### src/rtl/sfx_sequencer_if.sv
`default_nettype none
// ============================================================================
// Module   : sfx_sequencer_if
// Brief    : Game-event inputs and note_gen-facing outputs of sfx_sequencer.
// Revision : 1.0
// ============================================================================
interface sfx_sequencer_if;
   logic        jump_evt;
   logic        land_evt;
   logic        cd_evt;
   logic [2:0]  cd_code;
   logic        over_evt;
   logic        mute;
   logic [21:0] note_div;
   logic [2:0]  volume;
   logic        busy;
   logic [2:0]  cur_sfx;

   modport master (
      output jump_evt, land_evt, cd_evt, cd_code, over_evt, mute,
      input  note_div, volume, busy, cur_sfx
   );

   modport slave (
      input  jump_evt, land_evt, cd_evt, cd_code, over_evt, mute,
      output note_div, volume, busy, cur_sfx
   );
endinterface
`default_nettype wire

### src/rtl/sfx_sequencer.sv
`default_nettype none
// ============================================================================
// Module   : sfx_sequencer
// Brief    : Turns one-cycle game events into short prioritised melodies.
// Revision : 1.0
// ============================================================================
module sfx_sequencer #(
   parameter int         CLK_HZ      = 100_000_000,
   parameter int         STEP_CYCLES = 5_000_000,
   parameter int         GAP_CYCLES  = 100_000,
   parameter logic [2:0] VOLUME      = 3'd5
) (
   input  logic          clk,
   input  logic          rst,
   sfx_sequencer_if.slave bus
);

   localparam int MAX_CNT = (15 * STEP_CYCLES > GAP_CYCLES) ? 15 * STEP_CYCLES : GAP_CYCLES;
   localparam int CNT_W   = $clog2(MAX_CNT + 1);

   localparam logic [21:0] c_div_c4 = 22'(CLK_HZ / (2 * 262));
   localparam logic [21:0] c_div_d4 = 22'(CLK_HZ / (2 * 294));
   localparam logic [21:0] c_div_e4 = 22'(CLK_HZ / (2 * 330));
   localparam logic [21:0] c_div_g4 = 22'(CLK_HZ / (2 * 392));
   localparam logic [21:0] c_div_a4 = 22'(CLK_HZ / (2 * 440));
   localparam logic [21:0] c_div_c5 = 22'(CLK_HZ / (2 * 523));
   localparam logic [21:0] c_div_e5 = 22'(CLK_HZ / (2 * 659));
   localparam logic [21:0] c_div_silent = 22'd1;

   typedef enum logic [1:0] {
      S_IDLE = 2'd0,
      S_PLAY = 2'd1,
      S_GAP  = 2'd2
   } state_t;

   // Returns {divisor, ticks}; ticks of 0 terminates the melody.
   function automatic logic [25:0] rom_entry(input logic [2:0] sfx,
                                             input logic [1:0] code,
                                             input logic [1:0] idx);
      logic [25:0] e;
      e = {c_div_silent, 4'd0};
      case (sfx)
         3'd1: begin
            if (idx == 2'd0)      e = {c_div_c5, 4'd2};
            else if (idx == 2'd1) e = {c_div_e5, 4'd2};
         end
         3'd2: begin
            if (idx == 2'd0) e = {c_div_a4, 4'd2};
         end
         3'd3: begin
            if (idx == 2'd0) begin
               case (code)
                  2'd3:    e = {c_div_c4, 4'd3};
                  2'd2:    e = {c_div_d4, 4'd3};
                  2'd1:    e = {c_div_e4, 4'd3};
                  default: e = {c_div_g4, 4'd6};
               endcase
            end
         end
         3'd4: begin
            if (idx == 2'd0)      e = {c_div_e4, 4'd4};
            else if (idx == 2'd1) e = {c_div_d4, 4'd4};
            else if (idx == 2'd2) e = {c_div_c4, 4'd8};
         end
         default: e = {c_div_silent, 4'd0};
      endcase
      return e;
   endfunction

   state_t            r_state, w_state_nxt;
   logic [2:0]        r_sfx, w_sfx_nxt;
   logic [1:0]        r_code, w_code_nxt;
   logic [1:0]        r_idx, w_idx_nxt;
   logic [3:0]        r_ticks, w_ticks_nxt;
   logic [CNT_W-1:0]  r_cnt, w_cnt_nxt;
   logic [21:0]       r_note_div, w_div_nxt;
   logic [2:0]        r_volume, w_vol_nxt;
   logic              r_busy;

   logic              w_cd_ok;
   logic [2:0]        w_evt_pri;
   logic              w_accept;
   logic [25:0]       w_first;
   logic [25:0]       w_next;
   logic              w_has_next;
   logic [CNT_W-1:0]  w_note_len;

   assign w_cd_ok    = bus.cd_evt && !bus.cd_code[2];
   assign w_accept   = (w_evt_pri != 3'd0) && (w_evt_pri >= r_sfx);
   assign w_first    = rom_entry(w_evt_pri, bus.cd_code[1:0], 2'd0);
   assign w_next     = rom_entry(r_sfx, r_code, r_idx + 2'd1);
   assign w_has_next = (r_idx != 2'd3) && (w_next[3:0] != 4'd0);
   assign w_note_len = CNT_W'(r_ticks) * CNT_W'(STEP_CYCLES);

   always_comb begin
      w_evt_pri = 3'd0;
      if (bus.over_evt)      w_evt_pri = 3'd4;
      else if (w_cd_ok)      w_evt_pri = 3'd3;
      else if (bus.land_evt) w_evt_pri = 3'd2;
      else if (bus.jump_evt) w_evt_pri = 3'd1;
   end

   always_comb begin
      w_state_nxt = r_state;
      w_sfx_nxt   = r_sfx;
      w_code_nxt  = r_code;
      w_idx_nxt   = r_idx;
      w_ticks_nxt = r_ticks;
      w_cnt_nxt   = r_cnt + CNT_W'(1);
      w_div_nxt   = r_note_div;
      // A newly accepted event overrides whatever the current state would do.
      if (w_accept) begin
         w_state_nxt = S_PLAY;
         w_sfx_nxt   = w_evt_pri;
         w_code_nxt  = bus.cd_code[1:0];
         w_idx_nxt   = 2'd0;
         w_ticks_nxt = w_first[3:0];
         w_cnt_nxt   = '0;
         w_div_nxt   = w_first[25:4];
      end else begin
         case (r_state)
            S_IDLE: begin
               w_cnt_nxt = '0;
            end
            S_PLAY: begin
               if (r_cnt == w_note_len - CNT_W'(1)) begin
                  w_cnt_nxt = '0;
                  w_div_nxt = c_div_silent;
                  if (w_has_next) begin
                     w_state_nxt = S_GAP;
                  end else begin
                     w_state_nxt = S_IDLE;
                     w_sfx_nxt   = 3'd0;
                     w_idx_nxt   = 2'd0;
                     w_ticks_nxt = 4'd0;
                  end
               end
            end
            S_GAP: begin
               if (r_cnt == CNT_W'(GAP_CYCLES - 1)) begin
                  w_state_nxt = S_PLAY;
                  w_idx_nxt   = r_idx + 2'd1;
                  w_ticks_nxt = w_next[3:0];
                  w_cnt_nxt   = '0;
                  w_div_nxt   = w_next[25:4];
               end
            end
            default: begin
               w_state_nxt = S_IDLE;
               w_sfx_nxt   = 3'd0;
               w_cnt_nxt   = '0;
               w_div_nxt   = c_div_silent;
            end
         endcase
      end
      w_vol_nxt = (w_state_nxt == S_PLAY && !bus.mute) ? VOLUME : 3'd0;
   end

   always_ff @(posedge clk) begin
      if (rst) begin
         r_state    <= S_IDLE;
         r_sfx      <= 3'd0;
         r_code     <= 2'd0;
         r_idx      <= 2'd0;
         r_ticks    <= 4'd0;
         r_cnt      <= '0;
         r_note_div <= c_div_silent;
         r_volume   <= 3'd0;
         r_busy     <= 1'b0;
      end else begin
         r_state    <= w_state_nxt;
         r_sfx      <= w_sfx_nxt;
         r_code     <= w_code_nxt;
         r_idx      <= w_idx_nxt;
         r_ticks    <= w_ticks_nxt;
         r_cnt      <= w_cnt_nxt;
         r_note_div <= w_div_nxt;
         r_volume   <= w_vol_nxt;
         r_busy     <= (w_state_nxt != S_IDLE);
      end
   end

   assign bus.note_div = r_note_div;
   assign bus.volume   = r_volume;
   assign bus.busy     = r_busy;
   assign bus.cur_sfx  = r_sfx;

endmodule
`default_nettype wire

### src/flat_wrapper.sv
// flat-port wrapper written by rule: the top's interface ports become plain ports
module sfx_sequencer_flat 
#(
   parameter int         CLK_HZ      = 100_000_000,
   parameter int         STEP_CYCLES = 5_000_000,
   parameter int         GAP_CYCLES  = 100_000,
   parameter logic [2:0] VOLUME      = 3'd5
)
  (clk, rst, bus_jump_evt, bus_land_evt, bus_cd_evt, bus_cd_code, bus_over_evt, bus_mute, bus_note_div, bus_volume, bus_busy, bus_cur_sfx);
  sfx_sequencer_if bus_i ();
  input  logic clk;
  input  logic rst;
  input wire logic [$bits(bus_i.jump_evt)-1:0] bus_jump_evt;
  input wire logic [$bits(bus_i.land_evt)-1:0] bus_land_evt;
  input wire logic [$bits(bus_i.cd_evt)-1:0] bus_cd_evt;
  input wire logic [$bits(bus_i.cd_code)-1:0] bus_cd_code;
  input wire logic [$bits(bus_i.over_evt)-1:0] bus_over_evt;
  input wire logic [$bits(bus_i.mute)-1:0] bus_mute;
  output wire logic [$bits(bus_i.note_div)-1:0] bus_note_div;
  output wire logic [$bits(bus_i.volume)-1:0] bus_volume;
  output wire logic [$bits(bus_i.busy)-1:0] bus_busy;
  output wire logic [$bits(bus_i.cur_sfx)-1:0] bus_cur_sfx;
  assign bus_i.jump_evt = bus_jump_evt;
  assign bus_i.land_evt = bus_land_evt;
  assign bus_i.cd_evt = bus_cd_evt;
  assign bus_i.cd_code = bus_cd_code;
  assign bus_i.over_evt = bus_over_evt;
  assign bus_i.mute = bus_mute;
  assign bus_note_div = bus_i.note_div;
  assign bus_volume = bus_i.volume;
  assign bus_busy = bus_i.busy;
  assign bus_cur_sfx = bus_i.cur_sfx;
  sfx_sequencer #(.CLK_HZ(CLK_HZ), .STEP_CYCLES(STEP_CYCLES), .GAP_CYCLES(GAP_CYCLES), .VOLUME(VOLUME)) u_core (.clk(clk), .rst(rst), .bus(bus_i));
endmodule
### config.mk
export PLATFORM = sky130hd
export DESIGN_NAME = sfx_sequencer_flat
export DESIGN_NICKNAME = d
export VERILOG_FILES = /design/src/rtl/sfx_sequencer_if.sv /design/src/rtl/sfx_sequencer.sv /design/src/flat_wrapper.sv
export SDC_FILE = /design/constraint.sdc
export NUM_CORES = 1
export LEC_CHECK = 0
export ABC_AREA = 1
export BUFFER_PORTS_ARGS = -buffer_cell sky130_fd_sc_hd__buf_2
export CORE_MARGIN = 5
export CORE_UTILIZATION = 49
export CTS_CLUSTER_SIZE = 25
export DETAILED_ROUTE_END_ITERATION = 7
export MAX_ROUTING_LAYER = met4
export PLACE_DENSITY = 0.68
export SLEW_MARGIN = 20
export SYNTH_ARGS = -nofsm -noshare
export SYNTH_HDL_FRONTEND = slang
export SYNTH_SLANG_ARGS = --single-unit
### constraint.sdc
create_clock -name clk -period 10.9 [get_ports clk]
set_input_delay 2.725 -clock clk [delete_from_list [all_inputs] [get_ports clk]]
set_output_delay 2.725 -clock clk [all_outputs]
set_load 0.01 [all_outputs]
* After elaboration in Yosys (flattened, before gate mapping)
Cells that the tools add are included.
Widths: inputs -> output; s select.
** Word-level totals
- Word-level logic and storage cells :: 104
- Register bits :: 66
- Output and inout bits :: 29
** Cells by class
- Reductions and logical operators :: 19
- Magnitude comparators :: 1
- Eq/ne operators :: 30
- Multipliers :: 1
- Mux-type cells :: 41
- $add $sub $neg :: 3
** Operators with widths (number)
- $pmux 26 s4 :: 2
- $pmux 22 s3 :: 3
- $mux 26 :: 4
- $mux 22 :: 4
- $mux 27 :: 2
- $pmux 27 s2 :: 1
- $mux 21 :: 2
- $add 27x1->27 const B :: 1
- $eq 27x17->1 const B :: 1
- $eq 27x27->1 :: 1
- $sub 27x1->27 const B :: 1
- $mul 4x17->21 const B :: 1
- $mux 3 :: 7
- $mux 4 :: 4
- $mux 2 :: 7
- $eq 2x2->1 const B :: 6
- $eq 3x2->1 const B :: 4
- $eq 2x1->1 const B :: 5
- $ne 2x1->1 const B :: 4
- $pmux 4 s2 :: 1
- $reduce_and 4->1 :: 2
- $eq 3x1->1 const B :: 2
- $eq 3x3->1 const B :: 2
- $ne 3x1->1 const B :: 2
- other kinds (16) :: 26

* Logic depth before layout (Yosys ltp)
Gate-level depths: netlist of the first run.
- Depth in word-level cells :: 15
- Depth in mapped cells :: 30
- Depth with buffers taken out :: 29

* Worst setup path after synthesis of the first run
Ideal clock, no wire load.
- Path kind :: in2reg
- From :: input bus_cd_code[2]
- To :: register u_core.r_cnt[15]
- Data arrival time :: 4.576 ns
- Required time :: 10.827 ns
- Setup time :: 0.073 ns
- Stages on the path :: 13
- Setup slack :: 6.251 ns
- Path through :: inv_1 -> nand2_1 -> a21oi_1 -> ha_1 -> nand3_1 -> o211ai_1 -> nand2_1 -> buf_2 -> inv_2 -> nor2_1 -> nand3_4 -> buf_4 -> nor3_2
** On the way
- Longest elaborated chain between the ends :: 7
- Elaborated cells on any way between the ends :: 8
** RTL lines
- start: declaration :: RTL line flat_wrapper.sv:16 : input wire logic [$bits(bus_i.cd_code)-1:0] bus_cd_code;
- $logic_not 1->1 * :: RTL line sfx_sequencer.sv:88 : assign w_cd_ok = bus.cd_evt && !bus.cd_code[2];
- $logic_and 1x1->1 * :: RTL line sfx_sequencer.sv:88
- $mux 3 * :: RTL line sfx_sequencer.sv:98 : else if (w_cd_ok) w_evt_pri = 3'd3;
- $mux 3 * :: RTL line sfx_sequencer.sv:97 : if (bus.over_evt) w_evt_pri = 3'd4;
- $ge 3x3->1 or $reduce_bool 3->1 (tied branches) :: RTL line sfx_sequencer.sv:89 : assign w_accept = (w_evt_pri != 3'd0) && (w_evt_pri >= r_sfx);
- $logic_and 1x1->1 * :: RTL line sfx_sequencer.sv:89
- $reduce_or 2->1 (no source line) *
- end signal: assignment :: RTL line sfx_sequencer.sv:176 : r_cnt <= w_cnt_nxt;
- end: declaration :: RTL line sfx_sequencer.sv:75 : logic [CNT_W-1:0] r_cnt, w_cnt_nxt;
Mark *: on every way between the ends. The rest lies on a longest branch, timed or not.
A chain may end at the register's enable or synchronous reset.

* Worst setup path after layout of the first run
- From :: input bus_cd_code[2]
- To :: register u_core.r_note_div[12], in the netlist u_core.bus.note_div[12]
** On the way
- Longest elaborated chain between the ends :: 8
- Elaborated cells on any way between the ends :: 17
** RTL lines
- $logic_not 1->1 * :: RTL line sfx_sequencer.sv:88
- $logic_and 1x1->1 * :: RTL line sfx_sequencer.sv:88
- $mux 3 * :: RTL line sfx_sequencer.sv:98
- $mux 3 * :: RTL line sfx_sequencer.sv:97
- $ge 3x3->1 or $reduce_bool 3->1 (tied branches) :: RTL line sfx_sequencer.sv:89
- $logic_and 1x1->1 :: RTL line sfx_sequencer.sv:89
- $ne 3x1->1 (no source line) or $ne 2x1->1 (tied branches)
- $reduce_and 3->1 (no source line)
- end signal: assignment :: RTL line sfx_sequencer.sv:167 : r_note_div <= c_div_silent;
- end signal: assignment :: RTL line sfx_sequencer.sv:177 : r_note_div <= w_div_nxt;
- end: declaration :: RTL line sfx_sequencer.sv:76 : logic [21:0] r_note_div, w_div_nxt;
Marks and branches as above.

==> results by group, run 1 <==
Min path
  – Tightest Hold Check Type: reg2reg
  – Hold_sp: u_core.r_cnt[0]
  – Hold Path End: u_core.r_cnt[0]
  – WHS Path Cells: 1

Critical path
  – Crit path max-delay family: compound AO/OA/AOI/OAI gates
  – R2r worst-path depth: 25
  – Slowest stage delay, CP: 0.48 ns
  – Critical R2R Launch: u_core.r_ticks[2]
  – Startpoint type of the worst setup path: primary input
  – CP Capture Type: flop
  – WS Path Type: in2reg
  – Most used cell, CP: nand2_1
  – Worst path arrival time: 5.38 ns
  – WP depth: 15
  – Worst-path cell chain: buf_2 -> inv_1 -> nand2_1 -> a21oi_1 -> ha_1 -> nand3_1 -> o211ai_1 -> nand2_1 -> buf_4 -> nand2_1 -> nor2_1 -> inv_1 -> a31oi_1 -> o21ai_0 -> a21oi_1
  – CP required: about 11 ns
  – Worst Setup SP: bus_cd_code[2]
  – CP max-delay cell: nor2_1
  – Buffers & Inverters on Critical Path: 4
  – Reg-to-reg endpoint: u_core.bus.note_div[12]
  – Worst Path Max Fanout: 29
  – Worst R2R Setup Slack: between 6 and 7 ns

Route
  – Via count: just over 6000
  – Routed wire per std cell: between 10 and 15 um
  – 1st-pass router iterations: 5
  – Routed WL: 15770 um
  – Via density: ~5.2
  – ANT nets after route: 0
  – DRC marker count from the first detailed-route iteration: about 240
  – Residual DRC: 0

Clock tree
  – H-tree Lvls: 3
  – # clock sinks: 57
  – Worst-Skew Late Latency: between 0.3 and 0.4 ns
  – CTS resizes: 0
  – CTS Buf Count: 9
  – Root buf cell: clkbuf_16
  – Postcts setup bufs: 0
  – CTS max path bufs: 2
  – Hold_buf cts: 0
  – CTS tree: built
  – CTS clk-pin slew, worst paths: 0.06 ns

Synthesis
  – Area leader, netlist: dfxtp_1
  – Syn. warnings: 0
  – Top_reg_cell synth: dfxtp_1
  – Synth unique cells: 48
  – Syn avg cell area: 6.117 um^2
  – Synth cell count leaders: nand2_1, inv_1, nor2_1
  – Async SR Flop Fraction: 0%
  – EDFF count, synth: 0
  – Synth Cell Area: approximately 6000 um^2
  – Most common cell in the synthesized netlist: nand2_1
  – Register area share after synthesis: a little under a fifth
  – Synth top area share: a little under a fifth
  – #FFs+latches synth: between 50 and 60
  – Post-Syn Instances: between 900 and 1000
  – Area contributors post-synth: dfxtp_1, nand2_1, ha_1

Power
  – Total power: approximately 900 uW
  – Peak supply drop: 116.5 uV
  – Pwr per Cell Area: 139.7 nW/um^2
  – Leakage power: between 3 and 4 nW

Timing
  – Final Cycle Share: between 40% and 50%
  – Final hold violation count: 0
  – Fin crit period: ~5.1 ns
  – Rel. slew slack: around 54%
  – Worst Tran Pin Value: 0.6820 ns
  – Clock skew: about 0.0085 ns
  – Hold Slack: 0.4467 ns
  – Setup violation total in the final timing report: 0
  – Peak Freq: around 200 MHz
  – Max Slew Vio Count: 0
  – Post-route setup TNS: 0 ns
  – Unrepaired setup endpoints after global routing: false

Placement
  – GPL Wtd Cong: approximately 1
  – Placed cell area: roughly 6200 um^2
  – Port Buffer Count: 33
  – HPWL reported at the end of detailed placement: about 13000 um

Status
  – Outcome: finished clean

Floorplanning
  – Die Area: approximately 14000 um^2
  – Row count: 40
  – Core Footprint: ~12000 um^2
  – Chip Height: ~120 um
  – IO Count: 39
  – Starting Density: roughly half
  – Die width: 120.3 um

Final layout
  – Area Overhead vs Synth: 8.706%
  – Final core occ: between 50% and 60%
  – Final instance area: 6484 um^2
  – Final net count: 1062
  – Layout cells sized above 1: 13.13%
  – Antenna diodes: 0

Global route
  – Remaining Overflow, GRT: 0
  – GRT Overall Usage: between 20% and 30%
  – Antenna violations before repair: 0
  – Vias in the first global route: between 5000 and 6000
  – Global-route wire length before repair: between 20000 and 30000 um
  – Largest net degree at the start of global routing: 30

Flow run
  – Total of max-cap violations: 0
[final cells by class]
type	instances	area, um^2
Clock buffer	10	239.0
Clock inverter	6	67.56
Fill cell	1233	5478
Inverter	138	519.2
Multi-Input combinational cell	760	4160
Sequential cell	57	1141
Tap cell	147	183.9
Timing Repair Buffer	34	172.7
[routing by layer]
layer	GRT usage, %	vias up	part of all wire [%]
li1	-	3184	-
met1	26.38	2658	44
met2	40.64	143	49
met3	3.555	47	3.2
met4	10.62	0	3.7
met5	-	-	0
[sequential cells by signal, summed over array words and instances (netlist names)]
register and count:
u_core.r_cnt 27, u_core.r_idx 2, u_core.bus.note_div 15, u_core.r_state 2, u_core.bus.busy 1, u_core.bus.volume 1, u_core.r_ticks 4, u_core.bus.cur_sfx 3
u_core.r_code 2
[power breakdown]
group	internal (mW)	switching (mW)	total [mW]
Clock	0.183	0.107	0.290
Sequential	0.224	0.0159	0.239
Combinational	0.126	0.250	0.376
[through the flow]
stage,setup WS [ns],cells
detailed placement,5.500,1136
finish,5.795,1152
global placement,5.508,1136
CTS,5.820,1152
floorplan,6.251,979
global route,5.453,1152
[cell families (layout without fill, tap and decap cells)]
logic type	Yosys count	in the layout	share of synthesized area, %
other cells	1	5	0.06287
flops	57	57	19.13
xor+xnor	23	23	3.377
compound gates	101	101	9.797
buf+inv	162	188	11.37
fa+ha+maj	52	52	11.16
simple gates	579	579	45.10
[layout by cell type (no fill, tap or decap), types with 2 or more instances in the layout]
| cell | count |
|---|---|
| nor2_2 | 10 |
| o211ai_1 | 4 |
| nand2_1 | 268 |
| o21a_1 | 3 |
| nor3_2 | 4 |
| nor3b_1 | 3 |
| nand3_2 | 8 |
| inv_1 | 127 |
| nand4_1 | 20 |
| nand3_4 | 3 |
| nor4_1 | 8 |
| or2_2 | 2 |
| xor2_1 | 16 |
| a21oi_1 | 33 |
| xnor2_1 | 7 |
| buf_2 | 33 |
| dfxtp_1 | 57 |
| o21ai_0 | 43 |
| fa_1 | 2 |
| nand2_4 | 3 |
| clkinv_4 | 2 |
| a21oi_2 | 8 |
| clkbuf_16 | 9 |
| nand3_1 | 91 |
| clkinvlp_4 | 2 |
| nand2_2 | 28 |
| nor2_4 | 4 |
| a22o_1 | 2 |
| ha_1 | 50 |
| nor3_1 | 24 |
| inv_2 | 9 |
| clkinv_2 | 2 |
| nor2_1 | 100 |
| conb_1 | 5 |
[worst max path at each step]
stage               slack [ns]                 endpoint
finish                    5.79  u_core.bus.note_div[12]
global route              5.45  u_core.bus.note_div[12]
CTS                       5.82  u_core.bus.note_div[12]
detailed placement        5.50  u_core.bus.note_div[10]
global placement          5.51  u_core.bus.note_div[10]
floorplan                 6.25         u_core.r_cnt[15]
Power figures use the tool's default switching activity.
==> inputs of run 2 (changes only) <==
clock period = 5.1 ns   (was 10.9 ns; I/O delays follow)
==> run 2 against run 1 <==
  * Combinational power up 120%
  * Non-clock buffer count up 2
  * Count of clock-buffer cells in the layout down 1
  * Global-route usage up 0.77 points
  * Sequential share of layout area about the same
  * Critical path depth up 10
  * Via count about the same
  * Register-to-register slack worse by 5.4 ns
  * Worst setup slack worse by 4.9 ns
  * Worst hold slack worse by 0.00058 ns
  * Power up 110%
  * First-iteration DRC count up 21%
  * Critical endpoint is now u_core.bus.note_div[13]
==> results by group, run 2 (synthesis gave the netlist of run 1 again) <==
Timing
  – Fin crit period: between 4 and 5 ns
  – Final Worst Setup Slack: 0.8525 ns
  – Final Cycle Share: ~83%
  – Clock skew: about 0.0085 ns
  – Rel. slew slack: between 50% and 60%
  – Peak Freq: 235.4 MHz
  – Worst Tran Pin Value: 0.6711 ns
  – Setup violation total in the final timing report: 0
  – Max Slew Vio Count: 0
  – Final hold violation count: 0
  – Unrepaired setup endpoints after global routing: false
  – Hold Slack: between 0.4 and 0.5 ns
  – Post-route setup TNS: 0 ns

Critical path
  – Worst path arrival time: approximately 4.5 ns
  – CP Capture Type: flop
  – WS Path Type: reg2reg
  – Crit path max-delay family: simple AND/OR/NAND/NOR gates
  – Buffers & Inverters on Critical Path: 2
  – Worst Path Max Fanout: 18
  – Slowest stage delay, CP: roughly 0.54 ns
  – CP required: around 5.3 ns
  – CP max-delay cell: dfxtp_1
  – Startpoint type of the worst setup path: flop

Global route
  – Vias in the first global route: 6039
  – Antenna violations before repair: 0
  – GRT Overall Usage: ~24%
  – Global-route wire length before repair: between 20000 and 30000 um
  – Largest net degree at the start of global routing: 28
  – Remaining Overflow, GRT: 0

Clock tree
  – CTS tree: built
  – Hold_buf cts: 0
  – CTS clk-pin slew, worst paths: around 0.050 ns
  – H-tree Lvls: 3
  – Root buf cell: clkbuf_16
  – CTS max path bufs: 2
  – Postcts setup bufs: 0
  – CTS resizes: 0
  – CTS Buf Count: 9
  – # clock sinks: 57
  – Worst-Skew Late Latency: about 0.33 ns

Floorplanning
  – Row count: 40
  – Starting Density: ~50%
  – Core Footprint: 11960 um^2
  – Die Area: between 10000 and 15000 um^2
  – Die width: around 120 um
  – Chip Height: 120.3 um
  – IO Count: 39

Power
  – Sequential Power Share: between 20% and 30%
  – Internal power: between 1 and 1.5 mW
  – Peak supply drop: 235.9 uV
  – Pwr per Cell Area: between 200 and 300 nW/um^2
  – Psw: 786.0 uW
  – Sw Share: 41.18%
  – Clock Power Share: 30.8%
  – Logic pwr share: a little over two fifths
  – Leakage power: 3.156 nW

Placement
  – GPL Wtd Cong: slightly below 1
  – HPWL reported at the end of detailed placement: roughly 13000 um
  – Port Buffer Count: 33
  – Post-place setup slack: between 0.8 and 0.9 ns

Route
  – 1st-pass router iterations: 5
  – Routed WL: 16120 um
  – ANT nets after route: 0
  – DRC marker count from the first detailed-route iteration: approximately 290
  – Routed wire per std cell: around 14 um
  – Via density: roughly 5.2
  – Via count: 6036
  – Residual DRC: 0

Final layout
  – Most common cell after layout, fill and taps aside: nand2_1
  – Antenna diodes: 0
  – Area Overhead vs Synth: 8.580%
  – Layout cells sized above 1: about an eighth
  – Number of flip-flops in the largest register: 27
  – Most frequent cells in the layout: nand2_1, inv_1, nor2_1
  – Fillcell total: 1266
  – Largest Register: u_core.r_cnt
  – Final net count: 1064

Min path
  – Tightest Hold Check Type: reg2reg

Status
  – Outcome: finished clean

Flow run
  – Total of max-cap violations: 0
## run 2: cell count changes in the layout (fill, tap and decap cells not counted)
cell,change
inv_6,+1
clkinv_4,-2
clkinv_2,+3
buf_4,+2
clkbuf_8,-1
clkinvlp_4,-2
## run 2: area by class of cell
cell class                      count  area (um^2)  area share, %
Clock inverter                      6        58.81         0.9080
Sequential cell                    57         1141          17.62
Multi-Input combinational cell    760         4160          64.24
Inverter                          138        519.2          8.018
Clock buffer                        9        225.2          3.478
Tap cell                          147        183.9          2.840
Timing Repair Buffer               36        187.7          2.898
## run 2: final timing paths
kind	cells past startpoint	slack, ns	startpoint	endpoint
max	25	0.85	u_core.r_ticks[3]	u_core.bus.note_div[13]
min	1	0.45	u_core.r_cnt[0]	u_core.r_cnt[0]
max reg2reg	25	0.85	u_core.r_ticks[3]	u_core.bus.note_div[13]
min reg2reg	1	0.45	u_core.r_cnt[0]	u_core.r_cnt[0]
## run 2: metal layers
metal  vias up  part of all wire (%)  track usage, %  routed length [um]
li1       3178                     -               -                   -
met1      2711                    43           26.78                6914
met2       119                    51           44.01                8271
met3        28                   3.4           3.508                 548
met4         0                   2.4           8.286                 384
met5         -                     0               -                   0
## run 2: worst register-to-register path: stages, from the launching register on
cell and delay (ns):
dfxtp_1 0.54, ha_1 0.33, ha_1 0.29, ha_1 0.20, inv_1 0.07, fa_1 0.40
inv_1 0.12, nand2_2 0.08, nand2_1 0.13, nand3_2 0.12, nand2_2 0.11, nand2_1 0.08
nand2_2 0.14, nand3_4 0.12, nor3_2 0.20, nor2_1 0.07, nor2_1 0.16, nand3_1 0.11
nor2_2 0.15, nand3_4 0.13, nand2_4 0.11, nand2_4 0.13, nand2_8 0.16, nand3_1 0.10
nand2_1 0.07, nor2_1 0.04
## run 2: through the flow
step	power (mW)	util, %	area (um^2)	instances
floorplan	1.157	-	5979	979
global placement	1.324	51.77	6192	1138
detailed placement	1.326	51.77	6192	1138
CTS	1.919	54.14	6476	1153
global route	2.062	54.14	6476	1153
finish	1.909	54.14	6476	1153
## run 2: power groups by stage
stage	clock, mW	sequential (mW)	combinational [mW]
after floorplan	0	0.521	0.636
after global placement	0	0.513	0.811
after detailed placement	0	0.513	0.812
after CTS	0.599	0.505	0.816
after global routing	0.627	0.510	0.926
final	0.589	0.505	0.815
==> inputs of run 3 (changes only) <==
PLACE_DENSITY = 0.7   (was 0.68)
clock period = 3.6 ns   (was 5.1 ns; I/O delays follow)
==> run 3 against run 2 <==
  * Non-clock buffer count increased by 102
  * Sequential cell count is the same
  * The run now ends with setup timing left
  * Sequential power increased by 43%
==> results by group, run 3 (synthesis gave the netlist of run 1 again) <==
Clock tree
  – Worst-Skew Late Latency: 0.34 ns
  – Root buf cell: clkbuf_16
  – H-tree Lvls: 3
  – CTS Buf Count: 9
  – CTS clk-pin slew, worst paths: 0.05 ns
  – # clock sinks: 57
  – CTS tree: built
  – CTS max path bufs: 2
  – Hold_buf cts: 0

Floorplanning
  – Die width: roughly 120 um
  – Core Footprint: 11960 um^2
  – IO Count: 39
  – Row count: 40
  – Starting Density: between 40% and 50%
  – Die Area: 14480 um^2
  – Chip Height: between 100 and 150 um

Power
  – Pwr per Cell Area: ~420 nW/um^2
  – Peak supply drop: approximately 340 uV
  – Total power: about 3.5 mW
  – Leakage power: roughly 3.8 nW

Route
  – Via count: approximately 6900
  – DRC marker count from the first detailed-route iteration: around 320
  – Residual DRC: 0
  – Via density: ~5.5
  – Routed WL: approximately 19000 um
  – Routed wire per std cell: about 15 um
  – 1st-pass router iterations: 6
  – ANT nets after route: 0

Timing
  – Final Cycle Share: 105.4%
  – Setup violation total in the final timing report: 54
  – Hold Slack: about 0.47 ns
  – Clock skew: approximately 0.0064 ns
  – Fin crit period: between 3 and 4 ns
  – Max Slew Vio Count: 0
  – Rel. slew slack: between 50 and 60%
  – Unrepaired setup endpoints after global routing: true
  – Final hold violation count: 0
  – Final Worst Setup Slack: -0.1954 ns
  – Worst Tran Pin Value: about 0.62 ns
  – Post-route setup TNS: -8.542 ns
  – Peak Freq: 263.5 MHz

Global route
  – GRT Overall Usage: between 20% and 30%
  – Global-route wire length before repair: slightly above 30000 um
  – Vias in the first global route: 6700
  – Antenna violations before repair: 0
  – Remaining Overflow, GRT: 0
  – Largest net degree at the start of global routing: 21

Final layout
  – Number of flip-flops in the largest register: 27
  – Antenna diodes: 0
  – Largest Register: u_core.r_cnt
  – Final instance area: 8243 um^2
  – Final cell count without fillers: roughly 1300
  – Layout cells sized above 1: roughly 33%
  – Final net count: about 1200
  – Most frequent cells in the layout: nand2_1, inv_1, buf_4
  – Most common cell after layout, fill and taps aside: nand2_1
  – Area Overhead vs Synth: 38.20%

Critical path
  – Buffers & Inverters on Critical Path: 5
  – CP max-delay cell: fa_2
  – CP required: 3.87 ns
  – Worst path arrival time: roughly 4.1 ns
  – CP Capture Type: flop
  – Startpoint type of the worst setup path: flop
  – Crit path max-delay family: simple AND/OR/NAND/NOR gates
  – WS Path Type: reg2reg
  – Slowest stage delay, CP: roughly 0.55 ns
  – Most used cell, CP: nand2_1
  – Worst Path Max Fanout: 5

Placement
  – Placed cell area: between 6000 and 7000 um^2
  – GPL Wtd Cong: 0.9772
  – Port Buffer Count: 33
  – HPWL reported at the end of detailed placement: 13730 um
  – Placed instance count: 1211

Flow run
  – Total of max-cap violations: 0

Status
  – Violated checks: setup timing
  – Outcome: complete, but fails checks

Min path
  – Tightest Hold Check Type: reg2reg
[run 3: cell count changes in the layout (fill, tap and decap cells not counted), moves of 8 or more]
cell     before  now
buf_4         3   89
nand2_1     268  231
nand3_1      91   59
nand2_2      28   52
nor2_1      100   77
nand3_2       8   30
nor2_4        4   21
buf_6         0   13
nand2_4       3   16
nand3_4       3   14
ha_1         50   40
ha_4          0    9
inv_1       127  119
[run 3: routing by layer]
| metal | global-route usage, % | wire [um] |
|---|---|---|
| met5 | - | 0 |
| met4 | 11.54 | 648 |
| met3 | 3.929 | 964 |
| met2 | 47.80 | 10010 |
| met1 | 28.14 | 7392 |
[run 3: power by group]
part	switching [mW]	internal (mW)	total (mW)
combinational	1.06	0.748	1.80
clock	0.329	0.612	0.941
sequential	0.0423	0.678	0.720
[run 3: metrics by stage]
step	util [%]	setup slack [ns]
6_report	68.91	-0.1954
4_1_cts	64.22	-0.07011
3_5_place_dp	56.77	-0.2843
5_1_grt	68.91	-0.3540
3_3_place_gp	56.77	-0.2749
2_1_floorplan	-	0.006190
[run 3: repair_timing]
action,4_1_cts,5_1_grt
endpoints found under the setup margin,55,55
gates resized for setup,84,113
cloned,3,1
setup buffers,22,6
pin swaps,45,30
[run 3: cell type report]
class	instances	area [um^2]
Timing Repair Buffer	138	1045
Inverter	138	525.5
Tap cell	147	183.9
Sequential cell	57	1151
Fill cell	997	3719
Clock inverter	7	102.6
Clock buffer	9	225.2
Multi-Input combinational cell	763	5010
[run 3: worst min-delay path, stage by stage, from the launching register on]
cell     delay (ns)
dfxtp_1        0.31
nand3_2        0.07
a21oi_2        0.04
[run 3: final timing paths]
path / startpoint / to / cells past startpoint / slack [ns]
hold / removal: u_core.bus.note_div[9] / u_core.bus.note_div[9] / 2 / 0.47
hold reg to reg: u_core.bus.note_div[9] / u_core.bus.note_div[9] / 2 / 0.47
setup reg to reg: u_core.r_ticks[1] / u_core.r_ticks[1] / 26 / -0.20
setup / recovery: u_core.r_ticks[1] / u_core.r_ticks[1] / 26 / -0.20
